File: config.mk
export PLATFORM = sky130hd
export DESIGN_NAME = uart_rx_ctrl
export DESIGN_NICKNAME = d
export VERILOG_FILES = /design/src/rtl/uart_rx_ctrl.sv
export SDC_FILE = /design/constraint.sdc
export NUM_CORES = 1
export LEC_CHECK = 0
export ABC_AREA = 1
export BUFFER_PORTS_ARGS = -buffer_cell sky130_fd_sc_hd__buf_2
export CORE_AREA = 2 2 61 63
export DETAILED_ROUTE_END_ITERATION = 10
export DIE_AREA = 0 0 63 65
export GPL_TIMING_DRIVEN = 0
export PLACE_DENSITY_LB_ADDON = 0.3
export SETUP_SLACK_MARGIN = 0.1
export SYNTH_ARGS = -nofsm -noshare
export SYNTH_HDL_FRONTEND = slang
export SYNTH_SLANG_ARGS = --single-unit
File: constraint.sdc
create_clock -name CLK -period 1.8 [get_ports CLK]
set_clock_uncertainty 0.15 [all_clocks]
set_input_delay 0.18 -clock CLK [delete_from_list [all_inputs] [get_ports CLK]]
set_output_delay 0.18 -clock CLK [all_outputs]
set_load 0.005 [all_outputs]
File: src/rtl/uart_rx_ctrl.sv
`default_nettype none
// ============================================================================
//  Module      : uart_rx_ctrl
//  Description : UART receive-path controller. Detects the start bit, runs the
//                oversample-tick and bit counters, enables the data sampler
//                and deserializer, checks start/parity/stop against the
//                sampled bit and pulses data_valid for a clean frame.
//  Revision    : 1.0  initial release
// ============================================================================
module uart_rx_ctrl #(
  parameter int WIDTH = 8
) (
  input  logic             CLK,
  input  logic             RST,
  input  logic             RX_IN,
  input  logic [5:0]       prescale,
  input  logic             PAR_EN,
  input  logic             PAR_TYP,
  input  logic             sampled_bit,
  input  logic [WIDTH-1:0] P_DATA,
  output logic             dat_samp_en,
  output logic             deser_en,
  output logic [5:0]       edge_cnt,
  output logic [3:0]       bit_cnt,
  output logic             data_valid,
  output logic             par_err,
  output logic             stp_err
);

  typedef enum logic [2:0] {
    S_IDLE   = 3'd0,
    S_START  = 3'd1,
    S_DATA   = 3'd2,
    S_PARITY = 3'd3,
    S_STOP   = 3'd4
  } state_t;

  localparam logic [3:0] c_last_data = 4'(WIDTH);
  localparam logic [3:0] c_deser_hi  = 4'(WIDTH + 1);
  localparam logic [5:0] c_p_default = 6'd8;

  state_t     r_state;
  state_t     w_next;
  logic [5:0] r_p;
  logic       r_par_en;
  logic       r_par_typ;
  logic [5:0] r_edge;
  logic [3:0] r_bit;
  logic       r_par_err;
  logic       r_stp_err;
  logic [5:0] w_p_sel;
  logic       w_start;
  logic       w_wrap;
  logic       w_chk;
  logic       w_exp_par;

  // Unsupported oversampling ratios fall back to 8
  always_comb begin
    case (prescale)
      6'd16:   w_p_sel = 6'd16;
      6'd32:   w_p_sel = 6'd32;
      default: w_p_sel = c_p_default;
    endcase
  end

  assign w_start   = (r_state == S_IDLE) && !RX_IN;
  assign w_wrap    = (r_edge == (r_p - 6'd1));
  assign w_chk     = (r_edge == ((r_p >> 1) + 6'd2));
  assign w_exp_par = (^P_DATA) ^ r_par_typ;

  // State register
  always_ff @(posedge CLK) begin
    if (!RST) r_state <= S_IDLE;
    else      r_state <= w_next;
  end

  // Next-state logic: each bit period ends at the tick-counter wrap
  always_comb begin
    w_next = r_state;
    case (r_state)
      S_IDLE:   if (!RX_IN) w_next = S_START;
      S_START: begin
        if (w_chk && sampled_bit) w_next = S_IDLE;
        else if (w_wrap)          w_next = S_DATA;
      end
      S_DATA:   if (w_wrap && (r_bit == c_last_data)) w_next = r_par_en ? S_PARITY : S_STOP;
      S_PARITY: if (w_wrap) w_next = S_STOP;
      S_STOP:   if (w_wrap) w_next = S_IDLE;
      default:  w_next = S_IDLE;
    endcase
  end

  // Frame parameters are captured at start detection and held for the frame
  always_ff @(posedge CLK) begin
    if (!RST) begin
      r_p       <= c_p_default;
      r_par_en  <= 1'b0;
      r_par_typ <= 1'b0;
    end else if (w_start) begin
      r_p       <= w_p_sel;
      r_par_en  <= PAR_EN;
      r_par_typ <= PAR_TYP;
    end
  end

  // Tick/bit counters; the detection cycle already counts as tick 0
  always_ff @(posedge CLK) begin
    if (!RST || (w_next == S_IDLE)) begin
      r_edge <= 6'd0;
      r_bit  <= 4'd0;
    end else if (r_state == S_IDLE) begin
      r_edge <= 6'd1;
      r_bit  <= 4'd0;
    end else if (w_wrap) begin
      r_edge <= 6'd0;
      r_bit  <= r_bit + 4'd1;
    end else begin
      r_edge <= r_edge + 6'd1;
    end
  end

  // Sticky error flags, cleared when the next start bit is detected
  always_ff @(posedge CLK) begin
    if (!RST || w_start) begin
      r_par_err <= 1'b0;
      r_stp_err <= 1'b0;
    end else begin
      if ((r_state == S_PARITY) && w_chk && (sampled_bit != w_exp_par)) r_par_err <= 1'b1;
      if ((r_state == S_STOP) && w_chk && !sampled_bit)                 r_stp_err <= 1'b1;
    end
  end

  assign dat_samp_en = (r_state != S_IDLE);
  assign deser_en    = (r_state != S_IDLE) && (r_bit >= 4'd2) && (r_bit <= c_deser_hi);
  assign edge_cnt    = r_edge;
  assign bit_cnt     = r_bit;
  assign data_valid  = (r_state == S_STOP) && w_wrap && !r_par_err && !r_stp_err;
  assign par_err     = r_par_err;
  assign stp_err     = r_stp_err;

endmodule
`default_nettype wire

== Yosys cells after proc, flatten, opt, wreduce, memory -nomap -nowiden ==
Cells that the tools add are included.

* Reductions and logical operators: 25
* Mux-type cells: 11
* $lt $le $gt $ge: 2
* Eq/ne operators: 10
* Add/subtract/negate cells: 4
* Bitwise logic cells: 1

{| class="wikitable"
|+ Operator list
! cell !! count
|-
| $mux 3 || 7
|-
| $pmux 3 s5 || 1
|-
| $eq 6x6->1 || 2
|-
| $logic_and 1x1->1 || 12
|-
| $pmux 6 s2 || 1
|-
| $reduce_xor 8->1 || 1
|-
| $add 5x2->6 const B || 1
|-
| $add 6x1->6 const B || 1
|-
| $eq 3x2->1 const B || 2
|-
| $eq 6x5->1 const B || 1
|-
| $eq 6x6->1 const B || 1
|-
| $logic_not 3->1 || 2
|-
| $sub 6x1->6 const B || 1
|-
| $logic_not 1->1 || 5
|-
| $add 4x1->4 const B || 1
|-
| $eq 4x4->1 const B || 1
|-
| $ge 4x2->1 const B || 1
|-
| $le 4x4->1 const B || 1
|-
| $eq 3x1->1 const B || 1
|-
| $eq 3x3->1 const B || 1
|-
| $reduce_bool 3->1 || 1
|-
| $reduce_or 3->1 || 1
|-
| $logic_or 1x1->1 || 2
|-
| $mux 1 || 2
|-
| other kinds (3) || 3
|}

* Bits in registers: 23
* Word-level logic and storage cells: 62
* Input bits: 20
* Output and inout bits: 15

== Depth between registers and ports, before layout ==
Gate-level depths: netlist of the first run.

* Depth after elaboration: 8
* Gate-level depth with buffers: 15
* Mapped depth without buffers: 15

== Least setup slack after synthesis of the first run ==
No wires, ideal clock.

* Path type: reg2reg
* Start: reg r_p[3]
* End: reg r_edge[2] (netlist: edge_cnt[2])
* Arrival time: 1671 ps
* Period minus slack after synthesis: 1937 ps
* Path slack: -137 ps
* Required time: 1534 ps
* Stages on the path, launching flop included: 15
* Path buffers: 0
* Path through: dfxtp_1 inv_1 ha_1 inv_1 nand2_1 nand2_1 nand3_2 nor2_4 nand2_1 nand2_1 nand2_1 o21ai_2 nand2_2 nand2_2 nor2_1

* Word-level cells in the longest chain between the ends: 8

{| class="wikitable"
|+ Ends and longest elaborated chain
! item !! RTL line !! source
|-
| start, declared || 44 || <nowiki>logic [5:0] r_p;</nowiki>
|-
| start signal, assigned || 96 || <nowiki>r_p <= c_p_default;</nowiki>
|-
| start signal, assigned || 100 || <nowiki>r_p <= w_p_sel;</nowiki>
|-
| $sub 6x1->6 / $add 5x2->6 (equally long branches) || 67, 68 ||
|-
| $eq 6x6->1 (on tied branches) || 67, 68 ||
|-
| $mux 3, or another cell as far along || 84 || <nowiki>else if (w_wrap) w_next = S_DATA;</nowiki>
|-
| $mux 3 (on tied branches) || 83, 86 ||
|-
| $pmux 3 s5 || 80 || <nowiki>case (r_state)</nowiki>
|-
| $logic_not 3->1 || 108 || <nowiki>if (!RST || (w_next == S_IDLE)) begin</nowiki>
|-
| $logic_or 1x1->1 || 108 ||
|-
| $reduce_or 3->1 (no line) (*) || n/a ||
|-
| end signal, assigned || 118 || <nowiki>r_edge <= r_edge + 6'd1;</nowiki>
|-
| end, declared || 47 || <nowiki>logic [5:0] r_edge;</nowiki>
|}

Every way passes the cells marked *; elsewhere a longest branch is shown, timed or not.
A chain may end at the register's enable or synchronous reset.

== Final worst setup path of the first run ==
Ends and elaborated chain as after synthesis.

==> results of run 1 <==
[worst paths after layout]
check / start / end / depth (start not counted)
setup / recovery: r_p[3] / edge_cnt[2] / 13
setup reg to reg: r_p[3] / edge_cnt[2] / 13
hold reg to reg: stp_err / stp_err / 2
hold / removal: prescale[5] / r_p[5] / 3
[placed cells by master (no fill, tap or decap), types with 4 or more instances in the layout]
master and n:
dfxtp_2 7, buf_4 17, nand2_2 6, inv_2 10
nor3_1 4, inv_1 26, xor2_1 9, nor2_1 23
o21ai_0 4, nor2_4 6, nand2_1 42, buf_2 34
ha_4 4, dfxtp_1 10, a21oi_1 8, xnor2_1 4
nand3_1 11
[state kept, by name, indices dropped and copies added (netlist names)]
signal     cells
r_p            3
r_par_typ      1
stp_err        1
bit_cnt        4
r_state        3
par_err        1
r_par_en       1
edge_cnt       6
[through the flow]
step                      total power, mW  util (%)
after detailed placement            0.630      44.6
after floorplan                     0.581         -
after CTS                           0.917      50.0
final                               0.924      54.1
after global placement              0.628      44.6
after global routing                0.985      54.1
[metal layers]
layer | share of wire, % | GRT usage (%) | vias to the layer above | routed length, um
li1 | - | - | 741 | -
met1 | 46 | 17.7 | 609 | 1430
met2 | 48 | 27.8 | 34 | 1500
met3 | 3.7 | 2.60 | 7 | 113
met4 | 1.7 | 5.00 | 0 | 53
met5 | 0 | 0 | - | 0
[cell type report]
type	instances	area [um^2]	share of cell area [%]
inverters	36	135	7.14
well taps	48	60.1	3.17
repair buffers	55	340	18.0
multi-input cells	144	900	47.6
clock buffers	4	36.3	1.92
flip-flops and latches	20	420	22.2
[critical path, cell delays in order (launching register included)]
cell and delay, ns:
dfxtp_2 0.34, buf_4 0.12, buf_4 0.13, nand2_1 0.07, nand3b_1 0.14, nor2_4 0.16, buf_6 0.10, nand4_1 0.11
nand2_1 0.11, nand2_1 0.07, o21ai_2 0.17, nand2_2 0.11, nand2_4 0.10, nor2_1 0.04
[kinds of logic (layout without fill, tap and decap cells)]
group / after synthesis / count (layout) / share of synthesized area, %
flops: 20 / 20 / 30.6
buf+inv: 36 / 95 / 10.3
xor+xnor: 13 / 13 / 8.70
fa+ha+maj: 7 / 7 / 6.69
simple gates: 106 / 106 / 36.1
compound gates: 18 / 18 / 7.55
[timing repair]
item	4_1_cts	5_1_grt
pin swaps	10	14
endpoints found under the setup margin	14	16
cloned	0	0
resized for setup	15	27
buffers inserted	13	7
hold buffers	2	0
endpoints found under the hold margin	2	0
[where the power goes]
| group | internal, mW | switching, mW |
|---|---|---|
| Combinational | 0.0869 | 0.108 |
| Clock | 0.123 | 0.144 |
| Sequential | 0.452 | 0.00959 |
==> flow_summary.toml, run 1 <==
[run_status]
outcome = "finished with violations"
violations = "negative setup slack"

[floorplan]
start_util_pct = 37.4
fp.dieH_um = 65
row_count = 22
io_pins = 35
die_area_um2 = 4100
die_w_um = 63
core_um2 = 3500

[place]
portBuffers = 34
place_area_um2 = 1560
placed_cells = 282
dp_hpwl_um = 2230
gp_congestion = 0.801
dp_slack_ns = -0.196

[sta]
tightest_slew_ns = 0.432
rsz0062_at_grt = "yes"
slew_viol_final = 0
fin_crit_sh_pct = 113
hold_viol = 0
timing.setup.tns_ns = -2.26
final.min_clock_period_ns = 2.03
holdWs_ns = 0.0199
max_slew_margin_pct = 70.9
finalWorstSetupSlack_ns = -0.227
fmaxAchievable_mhz = 493
setup_viol = 11

[global_route]
grt_use_total_pct = 15.1
overflow = 0
grt_pass1_vias = 1233
antenna_found_initial = 0
grt_max_degree = 12
grt_pass1_wl_um = 4980

[logic_synthesis]
synth-edff-count = 0
synth_top_flop_cell = "dfxtp_1"
async_reset_ff_share_pct = 0
synth.top_cells.by_area = "dfxtp_1, nand2_1, inv_1"
synth.avg_cell_area_um2 = 6.54
synth_largest_area_cell = "dfxtp_1"
synth_top_area_share_pct = 30.6
syn-num-nets = 227
synth_area_um2 = 1310
syn_inst = 200
synth_common_cells = "nand2_1, inv_1, nor2_1, dfxtp_1, nand3_1"
synthDistinctLibCells = 23
yosys.cell_count.top_type = "nand2_1"
yosysWarnings = 0
ys_seq_area_share_pct = 30.6
ys_ff_latch = 20

[clock_network]
clockBufferDepth = 2
clock-sinks = 20
root_buffer = "clkbuf_4"
htreeDepth = 1
cts_tree = "yes"
clk_pin_slew_ns = 0.12
cts-buffers-inserted = 3
clock_latency_ns = 0.31

[finish]
n_antenna_cell = 0
area_growth_pct = 44.6
drive_above_1_share_pct = 40.5
nFillCells = 356
postLayoutCellArea_um2 = 1890
nets = 287
instances_no_fill = 307

[critical_path]
required_ns = 1.86
cp-start-kind = "register"
path_max_fanout = 5
r2r_slack_ns = -0.23
crit_type = "reg2reg"
crit_arrival_ns = 2.09
end_kind = "register"

[drt]
routed_via_density = 4.53
vias = 1391
first_iter_violations = 45
wl_per_cell_um = 10.1
drc = 0
wl_um = 3090
drt-pass1-iter-count = 4
ant_nets = 0

[pwr]
power.density_nw_per_um2 = 488
vdd_ir_drop_max_mv = 0.237
power_leakage_nw = 0.936

[job]
cap_violations = 0

[min_path]
worstHoldPathType = "in2reg"
(Power assumes the default switching activity.)
==> run 2: changes to the inputs <==
Clock period 1.8 ns to 2.4 ns, I/O delays scaled along.
==> flow_summary.toml, run 2 (synthesis gave the netlist of run 1 again) <==
[pwr]
power.density_nw_per_um2 = 392
vdd_ir_drop_max_mv = 0.236
p_int_uw = 449
p_sw_share_pct = 28.8
switching_power_uw = 182
seq_power_share_pct = 55.1
p_comb_share_pct = 18.9
clkPwrFrac_pct = 26.0
power_leakage_nw = 0.798

[drt]
first_iter_violations = 31
wl_um = 2870
ant_nets = 0
vias = 1296
routed_via_density = 4.52
wl_per_cell_um = 10.0
drt-pass1-iter-count = 4
drc = 0

[sta]
max_slew_margin_pct = 74.5
rsz0062_at_grt = "no"
setup_viol = 0
fin_crit_sh_pct = 90.7
timing.setup.tns_ns = 0
hold_viol = 0
final.min_clock_period_ns = 2.18
fmaxAchievable_mhz = 459
slew_viol_final = 0
finalWorstSetupSlack_ns = 0.223
tightest_slew_ns = 0.380

[floorplan]
fp.dieH_um = 65
row_count = 22
core_um2 = 3500
start_util_pct = 37.4
die_area_um2 = 4100
die_w_um = 63
io_pins = 35

[clock_network]
cts-buffers-inserted = 3
clock-sinks = 20
ctsHoldBuffers = 0
clk_pin_slew_ns = 0.11
cts_tree = "yes"
htreeDepth = 1
clock_latency_ns = 0.30
clockBufferDepth = 2
root_buffer = "clkbuf_4"

[job]
cap_violations = 0

[finish]
seq_area_um2 = 405
instances_no_fill = 287
drive_above_1_share_pct = 26.8
area_growth_pct = 23.0
postLayoutCellArea_um2 = 1610
nets = 268
final_cell_mix = "nand2_1, buf_2, inv_1"
largest_reg_flops = 6
nFillCells = 391
n_antenna_cell = 0
multi_input_area_um2 = 802
final_common_cell = "nand2_1"

[place]
portBuffers = 34
dp_slack_ns = 0.226
gp_congestion = 0.819
placed_cells = 282
dp_hpwl_um = 2250
place_area_um2 = 1540

[critical_path]
crit_arrival_ns = 1.79
required_ns = 2.01
cp-start-kind = "register"
r2r_slack_ns = 0.30
r2r-start = "r_p[3]"
crit_type = "reg2out"
crit_chain = "inv_1, ha_4, inv_1, nand2_1, nand2_2, inv_1, nor2_4, nand2_2, nor4_2, buf_2"
crit_path_frequent_cell = "inv_1"
path_max_fanout = 3
slowest_delay_ns = 0.34
end_kind = "output pin"
cp_slowest_cell = "dfxtp_2"
reg2reg_to = "edge_cnt[1]"
ff2ff_path_depth = 16

[min_path]
hold_path_depth = 3
min_from = "PAR_TYP"
hold_end = "r_par_typ"
worstHoldPathType = "in2reg"

[run_status]
outcome = "complete, no violations"

[global_route]
grt_pass1_wl_um = 5020
antenna_found_initial = 0
grt_max_degree = 11
grt_pass1_vias = 1177
overflow = 0
grt_use_total_pct = 15.3
==> run 2: cell count changes in the layout (fill, tap and decap cells not counted), sizes merged <==
| cell | previous run | this run |
|---|---|---|
| buf | 53 | 36 |
| clkbuf | 4 | 3 |
| dlygate4sd3 | 2 | 0 |
==> run 2: layer usage <==
metal	part of all wire, %	wire length, um	global-route usage [%]
met5	0	0	0
met4	1.9	55	5.00
met3	3.2	91	4.17
met2	49	1410	26.9
met1	46	1320	17.9
==> run 2: power by group through the flow <==
| stage | combinational (mW) | sequential (mW) | clock, mW |
|---|---|---|---|
| final | 0.119 | 0.348 | 0.164 |
| after global routing | 0.140 | 0.349 | 0.183 |
| after CTS | 0.114 | 0.347 | 0.171 |
| after detailed placement | 0.113 | 0.354 | 0 |
| after global placement | 0.111 | 0.354 | 0 |
| after floorplan | 0.0787 | 0.353 | 0 |
==> run 2: worst max-delay path: cells and delay by family (launching register included) <==
| kind | cells | cell delay [ns] |
|---|---|---|
| AND/OR/NAND/NOR | 5 | 0.52 |
| buffers and inverters | 4 | 0.39 |
| flip-flops | 1 | 0.34 |
| adder cells (fa/ha/maj) | 1 | 0.23 |
==> run 2: worst max path at each step <==
stage,start,to,slack [ns],depth (start not counted)
floorplan,r_p[3],edge_cnt[2],0.46,14
global placement,r_p[3],edge_cnt[2],0.23,14
detailed placement,r_p[3],edge_cnt[2],0.23,14
global route,r_p[4],data_valid,0.08,10
finish,r_p[4],data_valid,0.22,10
CTS,r_p[3],data_valid,0.14,10
==> run 2: layout make-up <==
| class | instances | share of cell area [%] |
|---|---|---|
| sequential | 20 | 25.2 |
| clock buffer | 3 | 1.40 |
| tap | 48 | 3.73 |
| timing repair buffer | 36 | 11.5 |
| multi-input combinational | 144 | 49.8 |
| inverter | 36 | 8.39 |
==> run 2: what timing repair did <==
item	CTS	global route
setup buffers	1	1
gates resized for setup	1	9
setup endpoints to repair	1	10
pin swaps	0	6
==> run 2: metrics by stage <==
| stage | hold slack [ns] | total power [mW] | util, % |
|---|---|---|---|
| 2_1_floorplan | 0.189 | 0.432 | - |
| 3_3_place_gp | 0.310 | 0.466 | 44.0 |
| 3_5_place_dp | 0.306 | 0.468 | 44.0 |
| 4_1_cts | 0.0109 | 0.632 | 44.9 |
| 5_1_grt | 0.0141 | 0.672 | 46.1 |
| 6_report | 0.0133 | 0.631 | 46.1 |
==> run 3: changes to the inputs <==
Settings changed: MAX_ROUTING_LAYER set to met4.
==> flow_summary.toml, run 3 (synthesis gave the netlist of run 1 again) <==
[finish]
drive_above_1_share_pct = 26.8
nets = 268
nFillCells = 391
largest_reg_flops = 6
final_cell_mix = "nand2_1, buf_2, inv_1"
final_common_cell = "nand2_1"
n_antenna_cell = 0
area_growth_pct = 23.0
multi_input_area_um2 = 802
seq_area_um2 = 405
instances_no_fill = 287

[sta]
fmaxAchievable_mhz = 459
slew_viol_final = 0
fin_crit_sh_pct = 90.7
setup_viol = 0
rsz0062_at_grt = "no"
tightest_slew_ns = 0.380
final.min_clock_period_ns = 2.18
hold_viol = 0
max_slew_margin_pct = 74.5
timing.setup.tns_ns = 0

[floorplan]
fp.dieH_um = 65
start_util_pct = 37.4
die_area_um2 = 4100
io_pins = 35
die_w_um = 63
core_um2 = 3500
row_count = 22

[critical_path]
cp_slowest_cell = "dfxtp_2"
crit_type = "reg2out"
cp-start-kind = "register"
path_max_fanout = 3
end_kind = "output pin"
crit_path_frequent_cell = "inv_1"
required_ns = 2.01
slowest_delay_ns = 0.34
crit_arrival_ns = 1.79
cp-startpoint = "r_p[4]"
r2r-start = "r_p[3]"
crit_chain = "inv_1, ha_4, inv_1, nand2_1, nand2_2, inv_1, nor2_4, nand2_2, nor4_2, buf_2"

[drt]
vias = 1297
drt-pass1-iter-count = 4
drc = 0
wl_per_cell_um = 10.0
first_iter_violations = 31
ant_nets = 0
wl_um = 2870
routed_via_density = 4.52

[clock_network]
root_buffer = "clkbuf_4"
ctsHoldBuffers = 0
clockBufferDepth = 2
cts_tree = "yes"
clk_pin_slew_ns = 0.11
clock_latency_ns = 0.30
cts-buffers-inserted = 3
clock-sinks = 20
htreeDepth = 1

[place]
placed_cells = 282
gp_congestion = 0.831
dp_hpwl_um = 2250
portBuffers = 34

[min_path]
worstHoldPathType = "in2reg"
min_from = "PAR_TYP"

[run_status]
outcome = "complete, no violations"

[global_route]
grt_max_degree = 11
grt_use_total_pct = 15.7
antenna_found_initial = 0
grt_pass1_vias = 1175
overflow = 0
grt_pass1_wl_um = 5020

[pwr]
power.density_nw_per_um2 = 392
vdd_ir_drop_max_mv = 0.236
power_leakage_nw = 0.798

[job]
cap_violations = 0
-- run 3: cell counts in the layout (fill, tap and decap cells not counted) --
No cell type changed its count.
-- run 3: path summary, 6_finish.rpt --
| check | to | slack (ns) | depth (start not counted) |
|---|---|---|---|
| hold reg to reg | stp_err | 0.34 | 2 |
| setup reg to reg | edge_cnt[1] | 0.30 | 16 |
| setup / recovery | data_valid | 0.22 | 10 |
| hold / removal | r_par_typ | 0.01 | 3 |
-- run 3: critical path: cells and delay by family, from the launching register on --
kind                     cells  cell delay (ns)
AND/OR/NAND/NOR              5             0.52
flip-flops                   1             0.34
adder cells (fa/ha/maj)      1             0.23
buffers and inverters        4             0.39
-- run 3: area by class of cell --
cell class              instances  area share (%)
well taps                      48            3.73
multi-input cells             144            49.8
repair buffers                 36            11.5
flip-flops and latches         20            25.2
inverters                      36            8.39
clock buffers                   3            1.40
-- run 3: metal layers --
| layer | GRT usage (%) | part of all wire [%] | vias up |
|---|---|---|---|
| met5 | - | 0 | - |
| met4 | 5.00 | 1.9 | 0 |
| met3 | 4.17 | 3.2 | 4 |
| met2 | 26.9 | 49 | 19 |
| met1 | 17.9 | 46 | 576 |
| li1 | - | - | 698 |
-- run 3: per-stage QoR --
stage | power (mW) | hold slack (ns) | cell area, um^2 | worst slack, ns | util (%)
2_1_floorplan | 0.432 | 0.189 | 1310 | 0.463 | -
3_3_place_gp | 0.466 | 0.310 | 1540 | 0.227 | 44.0
3_5_place_dp | 0.468 | 0.306 | 1540 | 0.226 | 44.0
4_1_cts | 0.632 | 0.0109 | 1570 | 0.139 | 44.9
5_1_grt | 0.672 | 0.0141 | 1610 | 0.0753 | 46.1
6_report | 0.631 | 0.0133 | 1610 | 0.223 | 46.1
-- run 3: what timing repair did --
action,CTS,global route
buffers inserted,1,1
pin swaps,0,6
endpoints found under the setup margin,1,10
resized for setup,1,9
-- run 3: power by group --
group | leakage (nW) | internal (mW) | total, mW | switching (mW)
Combinational | 0.621 | 0.0491 | 0.119 | 0.0701
Sequential | 0.163 | 0.341 | 0.348 | 0.00639
Clock | 0.0138 | 0.0586 | 0.164 | 0.105
Total | 0.798 | 0.449 | 0.631 | 0.182
